<file path="src/rtl/alu_pkg.sv">
// Shared definitions for the ALU operand issuer: default widths, FSM state
// encoding and the operand-select constants driven on rs_data_sel.
package alu_pkg;

   localparam int BUS_DEFAULT    = 32;
   localparam int OPCODE_DEFAULT = 11;
   localparam int REG_ADDR_W     = 5;

   localparam logic RS_SEL_RS1 = 1'b0;
   localparam logic RS_SEL_RS2 = 1'b1;

   typedef enum logic [2:0] {
      ST_IDLE,
      ST_LOAD_RS1,
      ST_SEND_RS1,
      ST_SEND_RS2,
      ST_WAIT_ALU
   } issuer_state_e;

endpackage

</file>
<file path="src/rtl/alu_wait_timer.sv">
// Cycle counter for the ALU wait window. Held at zero while clear_i is high,
// counts while enable_i is high, and flags the final allowed cycle.
module alu_wait_timer #(
   parameter int TIMEOUT = 64
) (
   input  logic clk,
   input  logic rst_n,
   input  logic clear_i,
   input  logic enable_i,
   output logic expired_o
);

   localparam int CW = $clog2(TIMEOUT);

   logic [CW-1:0] cnt_q, cnt_d;

   // Expiry is flagged during the TIMEOUT-th enabled cycle (count TIMEOUT-1).
   assign expired_o = enable_i && (cnt_q == CW'(TIMEOUT - 1));

   // Next count: clear wins, otherwise advance until the last cycle is reached.
   always_comb begin
      cnt_d = cnt_q;
      if (clear_i) begin
         cnt_d = '0;
      end else if (enable_i && !expired_o) begin
         cnt_d = cnt_q + 1'b1;
      end
   end

   // Counter register with synchronous active-low reset.
   always_ff @(posedge clk) begin
      if (!rst_n) begin
         cnt_q <= '0;
      end else begin
         cnt_q <= cnt_d;
      end
   end

endmodule

</file>
<file path="src/rtl/alu_operand_issuer.sv">
// Issues one decoded ALU instruction at a time: reads rs1/rs2 from the
// register file, streams them over the shared rs_data bus, waits for the ALU
// result and emits a single writeback pulse to rd (suppressed for x0).
module alu_operand_issuer
   import alu_pkg::*;
#(
   parameter int BUS     = BUS_DEFAULT,
   parameter int OPCODE  = OPCODE_DEFAULT,
   parameter int TIMEOUT = 64
) (
   input  logic                  clk,
   input  logic                  rst_n,
   input  logic                  dec_valid,
   output logic                  dec_ready,
   input  logic [OPCODE-1:0]     dec_op_code,
   input  logic [REG_ADDR_W-1:0] dec_rs1_addr,
   input  logic [REG_ADDR_W-1:0] dec_rs2_addr,
   input  logic [REG_ADDR_W-1:0] dec_rd_addr,
   input  logic [BUS-1:0]        dec_imme,
   input  logic                  dec_use_imm,
   output logic [REG_ADDR_W-1:0] rf_raddr,
   input  logic [BUS-1:0]        rf_rdata,
   output logic [BUS-1:0]        imme_value,
   output logic [OPCODE-1:0]     op_code,
   output logic [BUS-1:0]        rs_data,
   output logic                  rs_data_sel,
   output logic                  rs_data_valid,
   input  logic [BUS-1:0]        alu_out,
   input  logic                  alu_valid_out,
   input  logic                  op_done,
   output logic                  wb_valid,
   output logic [REG_ADDR_W-1:0] wb_rd_addr,
   output logic [BUS-1:0]        wb_data,
   output logic                  busy,
   output logic                  err_timeout
);

   issuer_state_e         state_q, state_d;
   logic [OPCODE-1:0]     op_code_q, op_code_d;
   logic [BUS-1:0]        imme_q, imme_d;
   logic [REG_ADDR_W-1:0] rs1_q, rs1_d, rs2_q, rs2_d, rd_q, rd_d;
   logic                  use_imm_q, use_imm_d;
   logic [BUS-1:0]        rs_data_q, rs_data_d;
   logic                  rs_sel_q, rs_sel_d;
   logic                  rs_valid_q, rs_valid_d;
   logic                  got_q, got_d;
   logic                  wb_valid_q, wb_valid_d;
   logic [REG_ADDR_W-1:0] wb_rd_q, wb_rd_d;
   logic [BUS-1:0]        wb_data_q, wb_data_d;
   logic                  err_q, err_d;
   logic                  expired;

   alu_wait_timer #(.TIMEOUT(TIMEOUT)) u_timer (
      .clk       (clk),
      .rst_n     (rst_n),
      .clear_i   (state_q != ST_WAIT_ALU),
      .enable_i  (state_q == ST_WAIT_ALU),
      .expired_o (expired)
   );

   assign dec_ready     = (state_q == ST_IDLE);
   assign busy          = (state_q != ST_IDLE);
   assign imme_value    = imme_q;
   assign op_code       = op_code_q;
   assign rs_data       = rs_data_q;
   assign rs_data_sel   = rs_sel_q;
   assign rs_data_valid = rs_valid_q;
   assign wb_valid      = wb_valid_q;
   assign wb_rd_addr    = wb_rd_q;
   assign wb_data       = wb_data_q;
   assign err_timeout   = err_q;

   // Next-state, register-file address and operand/writeback staging.
   always_comb begin
      // NOTE: every output of this block gets a default first so no path leaves one unassigned (no latches).
      state_d    = state_q;
      op_code_d  = op_code_q;
      imme_d     = imme_q;
      rs1_d      = rs1_q;
      rs2_d      = rs2_q;
      rd_d       = rd_q;
      use_imm_d  = use_imm_q;
      rs_data_d  = rs_data_q;
      rs_sel_d   = rs_sel_q;
      rs_valid_d = 1'b0;
      got_d      = got_q;
      wb_valid_d = 1'b0;
      wb_rd_d    = wb_rd_q;
      wb_data_d  = wb_data_q;
      err_d      = err_q;
      rf_raddr   = '0;

      unique case (state_q)
         ST_IDLE: begin
            got_d = 1'b0;
            if (dec_valid) begin
               op_code_d = dec_op_code;
               imme_d    = dec_imme;
               rs1_d     = dec_rs1_addr;
               rs2_d     = dec_rs2_addr;
               rd_d      = dec_rd_addr;
               use_imm_d = dec_use_imm;
               state_d   = ST_LOAD_RS1;
            end
         end
         ST_LOAD_RS1: begin
            rf_raddr   = rs1_q;
            rs_data_d  = (rs1_q == '0) ? '0 : rf_rdata;
            rs_sel_d   = RS_SEL_RS1;
            rs_valid_d = 1'b1;
            state_d    = ST_SEND_RS1;
         end
         ST_SEND_RS1: begin
            rf_raddr = rs2_q;
            if (!use_imm_q) begin
               rs_data_d  = (rs2_q == '0) ? '0 : rf_rdata;
               rs_sel_d   = RS_SEL_RS2;
               rs_valid_d = 1'b1;
               state_d    = ST_SEND_RS2;
            end else begin
               state_d = ST_WAIT_ALU;
            end
         end
         ST_SEND_RS2: begin
            state_d = ST_WAIT_ALU;
         end
         ST_WAIT_ALU: begin
            // Only the first result counts; a result arriving on the timeout
            // cycle is dropped unless op_done rescues it in the same cycle.
            if (alu_valid_out && !got_q && (op_done || !expired)) begin
               got_d      = 1'b1;
               wb_data_d  = alu_out;
               wb_rd_d    = rd_q;
               wb_valid_d = (rd_q != '0);
            end
            if (op_done) begin
               state_d = ST_IDLE;
            end else if (expired) begin
               err_d   = 1'b1;
               state_d = ST_IDLE;
            end
         end
         default: state_d = ST_IDLE;
      endcase
   end

   // State and datapath registers; reset aborts any operation in flight.
   always_ff @(posedge clk) begin
      // NOTE: sequential state uses non-blocking assignments so every register samples pre-edge values.
      if (!rst_n) begin
         state_q    <= ST_IDLE;
         op_code_q  <= '0;
         imme_q     <= '0;
         rs1_q      <= '0;
         rs2_q      <= '0;
         rd_q       <= '0;
         use_imm_q  <= 1'b0;
         rs_data_q  <= '0;
         rs_sel_q   <= RS_SEL_RS1;
         rs_valid_q <= 1'b0;
         got_q      <= 1'b0;
         wb_valid_q <= 1'b0;
         wb_rd_q    <= '0;
         wb_data_q  <= '0;
         err_q      <= 1'b0;
      end else begin
         state_q    <= state_d;
         op_code_q  <= op_code_d;
         imme_q     <= imme_d;
         rs1_q      <= rs1_d;
         rs2_q      <= rs2_d;
         rd_q       <= rd_d;
         use_imm_q  <= use_imm_d;
         rs_data_q  <= rs_data_d;
         rs_sel_q   <= rs_sel_d;
         rs_valid_q <= rs_valid_d;
         got_q      <= got_d;
         wb_valid_q <= wb_valid_d;
         wb_rd_q    <= wb_rd_d;
         wb_data_q  <= wb_data_d;
         err_q      <= err_d;
      end
   end

endmodule

</file>
<file path="config.mk">
export PLATFORM = sky130hd
export DESIGN_NAME = alu_operand_issuer
export DESIGN_NICKNAME = d
export VERILOG_FILES = /design/src/rtl/alu_pkg.sv /design/src/rtl/alu_wait_timer.sv /design/src/rtl/alu_operand_issuer.sv
export SDC_FILE = /design/constraint.sdc
export NUM_CORES = 1
export LEC_CHECK = 0
export CAP_MARGIN = 20
export CORE_ASPECT_RATIO = 1.25
export CORE_UTILIZATION = 44
export DETAILED_ROUTE_END_ITERATION = 16
export PLACE_DENSITY = 0.85
export SYNTH_ARGS = -nofsm -noshare
export SYNTH_HDL_FRONTEND = slang
export SYNTH_SLANG_ARGS = --single-unit
export TNS_END_PERCENT = 10
</file>
<file path="constraint.sdc">
create_clock -name clk -period 2.64 [get_ports clk]
set_input_delay 0.528 -clock clk [delete_from_list [all_inputs] [get_ports clk]]
set_output_delay 0.528 -clock clk [all_outputs]
set_load 0.005 [all_outputs]
</file>
==> results.md, run 1 <==
- Total Negative Setup Slacks: 0 ps
- Number of nets in the layout: 945
- Internal Dissipation: 4140 uW
- CTS buffer count: 17
- Relative contribution of the clock network to total power: 0.423
- Dpl cells: 934
- Die Width: 99.3 um
- Switching pwr: 1300 uW
- Hpwl dp: 10500 um
- Quantity of I/O buffers inserted on ports: 250
- Largest net degree at the start of global routing: 87
- Setup Buffers After CTS: 0
- Most used cells in the layout excluding fill and tap cells: sky130_fd_sc_hd__clkdlybuf4s50_1, sky130_fd_sc_hd__nand2_1, sky130_fd_sc_hd__dfxtp_1, sky130_fd_sc_hd__a21boi_0, sky130_fd_sc_hd__o21ai_0
- Switching part of the total power: 0.240
- Netlist area before placement: 0.00521 mm^2
- Total number of vias: 4966
- Number of vias per cell after detailed routing: 5.14
- GPL Wtd Cong: 0.863
- Syn-to-layout area delta: 60.3%
- Pwr Total: 5440 uW
- Most common cell after layout, fill and taps aside: sky130_fd_sc_hd__clkdlybuf4s50_1
- Die Ht: 124 um
- Fin crit share: 0.947
- DRT antenna net count: 0
- Net count of the mapped netlist: 714
- Top-Level Pins: 251
- Distinct cell type count of the synthesized netlist: 42
- Total leakage power: 0.00305 uW
- Final Non-Filler Cells: 967
- Area share of the leading cell type in the synthesized netlist: 0.546
- Worst R2R Setup Slack: 680 ps
- Vias in the first global route: 4815
- Proportion of layout cells with a drive suffix above 1: 0.0579
- Final wirelength: 14600 um
- Post-synthesis area per instance: 8.90 um^2
- Max Root-Sink Buffers: 2
- Final hold viol count: 0
- H-Tree Depth: 4
- Number of standard cells after synthesis: 585
- Tightest Pin Transition: 776 ps
- # setup viols final: 0
- Maximum clock frequency: 400 MHz
- Core Util, Final: 0.722
- Crit end category: primary output
- Remaining DRCs: 0
- Post-detailed-route wirelength per cell: 15.1 um
- Nature of the critical path startpoint: flip-flop
- Area of the die: 0.0123 mm^2
- Warning count from the yosys run: 0
- Part of the power in combinational logic: 0.145
- Number of optimization iterations in the first detailed-route pass: 4
- Required @ worst endpoint: 2110 ps
- Combined global-route utilization of all metal layers: 0.238
- Library cell used as clock root buffer: sky130_fd_sc_hd__clkbuf_16
- Ant. Diodes: 0
- CTS tree: yes
- Final critical path time including I/O delays and setup: 2500 ps
- Total power per unit cell area: 652 mW/mm^2
- Sum of overflow across all layers after global routing: 0
- Top post-synthesis cells by area: sky130_fd_sc_hd__dfxtp_1, sky130_fd_sc_hd__nand2_1, sky130_fd_sc_hd__a21boi_0, sky130_fd_sc_hd__a22o_1, sky130_fd_sc_hd__o21ai_0
- Crit Path Category: flip-flop to primary output
- Class of the worst hold path: flip-flop to flip-flop
- Wire length of the first global-routing pass: 22800 um
- Status: complete, no violations
- Filler cell count in the final layout: 828
- Sinks on Clock Net: 142
- Worst hold slack: 452 ps
- CP max FO: 12
- Placeable core region: 0.0116 mm^2
- Number of synthesized register bits: 142
- RSZ-0062 raised after global routing: false
- Seq/Total Area, Yosys: 0.546
- Count of max-cap constraint violations: 0
- Arrival @ worst endpoint: 1970 ps
- Cell type with the highest aggregate area in the netlist: sky130_fd_sc_hd__dfxtp_1
- Number of antenna violations at the first check in global routing: 0
- Worst-Skew Late Latency: 410 ps
- FP Rows: 44
- Sequential Power Share: 0.431
- Clock transition at path regs: 60 ps
- Initial core utilization: 0.450
- Max-slew violation total from the final report: 0
- Iter 0 DRT Violations: 220
- Maximum vdd drop: 0.000407 V
- Clock skew: 10.5 ps
- Relative slew margins: 0.483
==> power groups by stage <==
stage	logic (uW)	clock network, uW	registers, uW
final	791	2300	2350
after global routing	861	2450	2360
after CTS	787	2350	2340
after detailed placement	782	0	2390
after global placement	761	0	2380
after floorplan	305	0	2380
==> worst max-delay path, cell delays in order, from the launching register on <==
cell,delay [ps]
sky130_fd_sc_hd__dfxtp_1,410
sky130_fd_sc_hd__or3_1,540
sky130_fd_sc_hd__inv_2,110
sky130_fd_sc_hd__clkdlybuf4s50_1,500
==> cell families after synthesis <==
| kind of cell | count (synthesis) | share of synthesized area |
|---|---|---|
| xor gates and xnor gates | 2 | 0.00337 |
| muxes | 1 | 0.00192 |
| DFF | 142 | 0.546 |
| AOI/OAI and AO/OA | 151 | 0.204 |
| adders and majority gates | 1 | 0.00240 |
| and+or+nand+nor | 239 | 0.197 |
| buffers and inverters | 49 | 0.0454 |
==> metal layers <==
layer,global-route usage,routed length (um)
met4,0.112,411
met3,0.0875,1040
met1,0.255,5760
met2,0.417,7440
met5,0,0
==> final timing paths <==
kind / from / to / depth (start not counted)
setup / recovery: state_q[2]$_SDFFE_PN0P_ / dec_ready / 3
hold / removal: op_code[8]$_SDFFE_PN0P_ / op_code[8]$_SDFFE_PN0P_ / 2
setup reg to reg: state_q[2]$_SDFFE_PN0P_ / wb_data[26]$_SDFFE_PN0P_ / 5
hold reg to reg: op_code[8]$_SDFFE_PN0P_ / op_code[8]$_SDFFE_PN0P_ / 2
==> synthesized netlist by cell type, drive strengths merged <==
| library cell | n |
|---|---|
| nand2 | 160 |
| dfxtp | 142 |
| a21boi | 60 |
| o21ai | 41 |
| nand3 | 38 |
| a22o | 32 |
| clkbuf | 31 |
| buf | 15 |
| nor2 | 15 |
| a21oi | 5 |
| a22oi | 5 |
| nor2b | 5 |
| and2 | 3 |
| inv | 3 |
| nor3 | 3 |
| and3 | 2 |
| nand2b | 2 |
| nand4 | 2 |
| nor3b | 2 |
| or3 | 2 |
| or4 | 2 |
| xnor2 | 2 |
| a211o | 1 |
| a211oi | 1 |
| and4 | 1 |
| and4b | 1 |
| ha | 1 |
| mux2i | 1 |
| nand3b | 1 |
| o211a | 1 |
| o211ai | 1 |
| o21a | 1 |
| o21bai | 1 |
| o2bb2ai | 1 |
| o31ai | 1 |
==> flip-flops by register name, indices dropped and copies added (netlist names) <==
| signal | count |
|---|---|
| err_timeout | 1 |
| rs1_q | 5 |
| imme_value | 32 |
| wb_data | 32 |
| u_timer.cnt_q | 6 |
| rs_data_sel | 1 |
| rs2_q | 5 |
| wb_rd_addr | 5 |
| rs_data_valid | 1 |
| wb_valid | 1 |
| rd_q | 5 |
| state_q | 3 |
| got_q | 1 |
| use_imm_q | 1 |
| op_code | 11 |
| rs_data | 32 |
==> layout make-up <==
class	count	area, um^2	share of cell area
flip-flops and latches	142	2840	0.341
multi-input cells	394	2150	0.258
clock inverters	13	140	0.0168
inverters	3	11.3	0.00135
repair buffers	258	2590	0.311
well taps	138	173	0.0207
clock buffers	19	433	0.0519
==> through the flow <==
stage	setup WS [ps]	cell area, um^2
2_1_floorplan	835	5210
3_3_place_gp	485	7740
3_5_place_dp	371	7740
4_1_cts	7.94	8320
5_1_grt	39.5	8350
6_report	141	8350
==> timing repair <==
action / in CTS / in global routing
hold buffers: 0 / 0
endpoints found under the setup margin: 2 / 5
pin swaps: 0 / 0
gates resized for setup: 2 / 3
No activity file was read; power rests on OpenSTA's default activity.
==> run 2: changes to the inputs <==
--- a/config.mk
+++ b/config.mk
@@ -5,9 +5,10 @@
 export SDC_FILE = /design/constraint.sdc
 export NUM_CORES = 1
 export LEC_CHECK = 0
+export ABC_AREA = 1
 export CAP_MARGIN = 20
 export CORE_ASPECT_RATIO = 1.25
-export CORE_UTILIZATION = 44
+export CORE_UTILIZATION = 48
 export DETAILED_ROUTE_END_ITERATION = 16
 export PLACE_DENSITY = 0.85
 export SYNTH_ARGS = -nofsm -noshare
==> run 2 against run 1 <==
Compared with the run above:
- die area grew 15%
- total power up 39%
- sequential power is 16% higher
- clock power fell by 4%
- setup slack worse by 52 ps
- critical path type unchanged
- critical endpoint is now rf_raddr[2]
==> results.md, run 2 <==
- Part of the power in combinational logic: 0.349
- Basic-gate share of the synthesized area counting and, or, nand and nor cells: 0.283
- Class of the worst hold path: flip-flop to flip-flop
- Number of standard cells after synthesis: 950
- Final critical path time including I/O delays and setup: 2550 ps
- H-Tree Depth: 4
- Clock transition at path regs: 60 ps
- Status: complete, no violations
- Clock skew: 10.5 ps
- Most common flop cell mapped by yosys: sky130_fd_sc_hd__dfxtp_1
- Iter 0 DRT Violations: 398
- Cell with the largest stage delay on the worst path: sky130_fd_sc_hd__clkdlybuf4s50_1
- Maximum clock frequency: 392 MHz
- Number of nets in the layout: 1300
- Cell type with the highest aggregate area in the netlist: sky130_fd_sc_hd__dfxtp_1
- Initial core utilization: 0.493
- Top-Level Pins: 251
- Die Ht: 133 um
- Most used routing layer in global routing: met2
- CP max FO: 9
- Delay of the slowest cell on the worst path: 570 ps
- Proportion of layout cells with a drive suffix above 1: 0.0541
- Number of vias per cell after detailed routing: 5.01
- Fraction of synthesized area in multiplexers: 0
- Largest net degree at the start of global routing: 65
- Fraction of registers with async set or reset after synthesis: 0
- Fin crit share: 0.966
- CP Capture Point: rf_raddr[2]
- Arrival @ worst endpoint: 2020 ps
- Sinks on Clock Net: 142
- Crit Reg-Reg Startpoint: u_timer.cnt_q[0]$_SDFFE_PP0P_
- Most used cells in the layout excluding fill and tap cells: sky130_fd_sc_hd__clkdlybuf4s50_1, sky130_fd_sc_hd__inv_1, sky130_fd_sc_hd__nand2_1, sky130_fd_sc_hd__nand3_1, sky130_fd_sc_hd__dfxtp_1
- Tightest Pin Transition: 541 ps
- Top post-synthesis cells by area: sky130_fd_sc_hd__dfxtp_1, sky130_fd_sc_hd__nand3_1, sky130_fd_sc_hd__inv_1, sky130_fd_sc_hd__nand2_1, sky130_fd_sc_hd__a21oi_1
- Fraction of the mapped netlist area in adder cells: 0.00191
- Total leakage power: 0.00441 uW
- Sequential Power Share: 0.360
- Total number of vias: 6778
- RSZ-0062 raised after global routing: false
- Crit Reg-Reg Endpoint: wb_data[8]$_SDFFE_PN0P_
- Most common library cells after synthesis: sky130_fd_sc_hd__inv_1, sky130_fd_sc_hd__nand2_1, sky130_fd_sc_hd__nand3_1
- Global routing usage on met1: 0.296
- Crit Path Category: flip-flop to primary output
- CTS buffer count: 17
- Max Root-Sink Buffers: 2
- Dominant cell by count in the synthesized netlist: sky130_fd_sc_hd__inv_1
- Crit end category: primary output
- Syn-to-layout area delta: 47.3%
- Post-detailed-route wirelength per cell: 14.1 um
- Warning count from the yosys run: 0
- Remaining DRCs: 0
- Most common cell after layout, fill and taps aside: sky130_fd_sc_hd__clkdlybuf4s50_1
- Max-slew violation total from the final report: 0
- Number of antenna violations at the first check in global routing: 1
- Nature of the critical path startpoint: flip-flop
- DRT antenna net count: 0
- Cells traversed along the worst timing path: nand3_2 -> o22ai_1 -> clkdlybuf4s50_1
- Library cell used as clock root buffer: sky130_fd_sc_hd__clkbuf_16
- Switching part of the total power: 0.323
- Largest family of logic cells by synthesized area: simple AND/OR/NAND/NOR gates
- Crit path launch: state_q[0]$_SDFFE_PN0P_
- Area of the die: 0.0141 mm^2
- GPL Wtd Cong: 0.813
- Met3 usage in global routing: 0.0813
- FP Rows: 47
- Number of synthesized register bits: 142
- Post-synthesis area per instance: 6.90 um^2
- Combined global-route utilization of all metal layers: 0.267
- Hpwl dp: 13000 um
- Worst-Skew Late Latency: 410 ps
- Switching pwr: 2440 uW
- Sum of overflow across all layers after global routing: 0
- Relative contribution of the clock network to total power: 0.291
- Final hold viol count: 0
- Net count of the mapped netlist: 1079
- Internal Dissipation: 5110 uW
- Met2 track demand over resource: 0.460
- Area share of the leading cell type in the synthesized netlist: 0.434
- Synthesized-area fraction occupied by xor and xnor cells: 0.00267
- Vias in the first global route: 6378
- Post-synthesis compound-gate area fraction: 0.112
- Count of flip-flops with a built-in enable after synthesis: 0
- Worst Hold Launch: imme_value[15]$_SDFFE_PN0P_
- CTS tree: yes
- Quantity of I/O buffers inserted on ports: 250
- Total Negative Setup Slacks: 0 ps
- Count of max-cap constraint violations: 0
- Reg2Reg Depth: 9
- Seq/Total Area, Yosys: 0.434
- Hold Buf Count CTS: 0
- Final wirelength: 19100 um
- Relative slew margins: 0.638
- # setup viols final: 0
- Setup Buffers After CTS: 0
- Distinct cell type count of the synthesized netlist: 28
- Total power per unit cell area: 782 mW/mm^2
- Required @ worst endpoint: 2110 ps
- Die Width: 107 um
- Maximum vdd drop: 0.000442 V
- Netlist area before placement: 0.00655 mm^2
- CTS resizes: 0
- Placeable core region: 0.0133 mm^2
- Wire length of the first global-routing pass: 30200 um
- Worst R2R Setup Slack: 650 ps
- Number of optimization iterations in the first detailed-route pass: 5
- Core Util, Final: 0.727
==> run 2: cell count changes after synthesis, sizes merged, moves of 34 or more <==
cell	before	now
a21oi	5	71
nand3	38	145
nor2	15	49
nand4	2	40
a21boi	60	0
inv	3	195
==> run 2: final cells by class <==
class	count	area, um^2
Clock buffer	23	468
Tap cell	171	214
Sequential cell	142	2840
Inverter	202	758
Antenna cell	1	2.50
Clock inverter	7	65.1
Fill cell	1088	3630
Multi-Input combinational cell	539	2630
Timing Repair Buffer	269	2680
==> run 2: worst min path at each step <==
stage                                  end  slack, ps  depth (start not counted)
3_3_place_gp      err_timeout$_SDFFE_PN0P_        440                          2
6_report       imme_value[15]$_SDFFE_PN0P_        460                          2
3_5_place_dp   imme_value[11]$_SDFFE_PN0P_        450                          2
2_1_floorplan         rd_q[1]$_SDFFE_PN0P_        440                          2
5_1_grt            op_code[9]$_SDFFE_PN0P_        470                          2
4_1_cts        imme_value[24]$_SDFFE_PN0P_        460                          2
==> run 2: per-layer routing <==
layer / wire [um] / up-vias / part of all wire
li1: - / 3417 / -
met1: 7620 / 3079 / 0.40
met2: 9410 / 238 / 0.49
met3: 1340 / 44 / 0.070
met4: 673 / 0 / 0.035
met5: 0 / - / 0
==> run 2: critical path: cells and delay by family, from the launching register on <==
kind            cells  cell delay (ps)
buf+inv             1              570
flops               1              470
compound gates      1              330
simple gates        1              240
==> run 2: power groups by stage <==
| stage | sequential (uW) | clock, uW | combinational [uW] |
|---|---|---|---|
| floorplan | 2770 | 0 | 1390 |
| global placement | 2740 | 0 | 2580 |
| detailed placement | 2760 | 0 | 2620 |
| CTS | 2720 | 2240 | 2640 |
| global route | 2760 | 2320 | 2920 |
| finish | 2720 | 2200 | 2630 |
==> run 2: stage by stage <==
stage	cells	hold slack (ps)	area, um^2	power (uW)	setup WS, ps
CTS	1353	461	9650	7600	92.4
finish	1354	459	9660	7550	88.5
global placement	1323	439	9120	5320	597
global route	1354	472	9660	8000	18.7
detailed placement	1323	453	9120	5380	563
floorplan	950	444	6550	4160	1100
==> run 2: cells by family after synthesis <==
family | count (synthesis)
and+or+nand+nor | 408
xor gates and xnor gates | 2
DFF | 142
buffers and inverters | 269
adders and majority gates | 1
AOI/OAI and AO/OA | 128
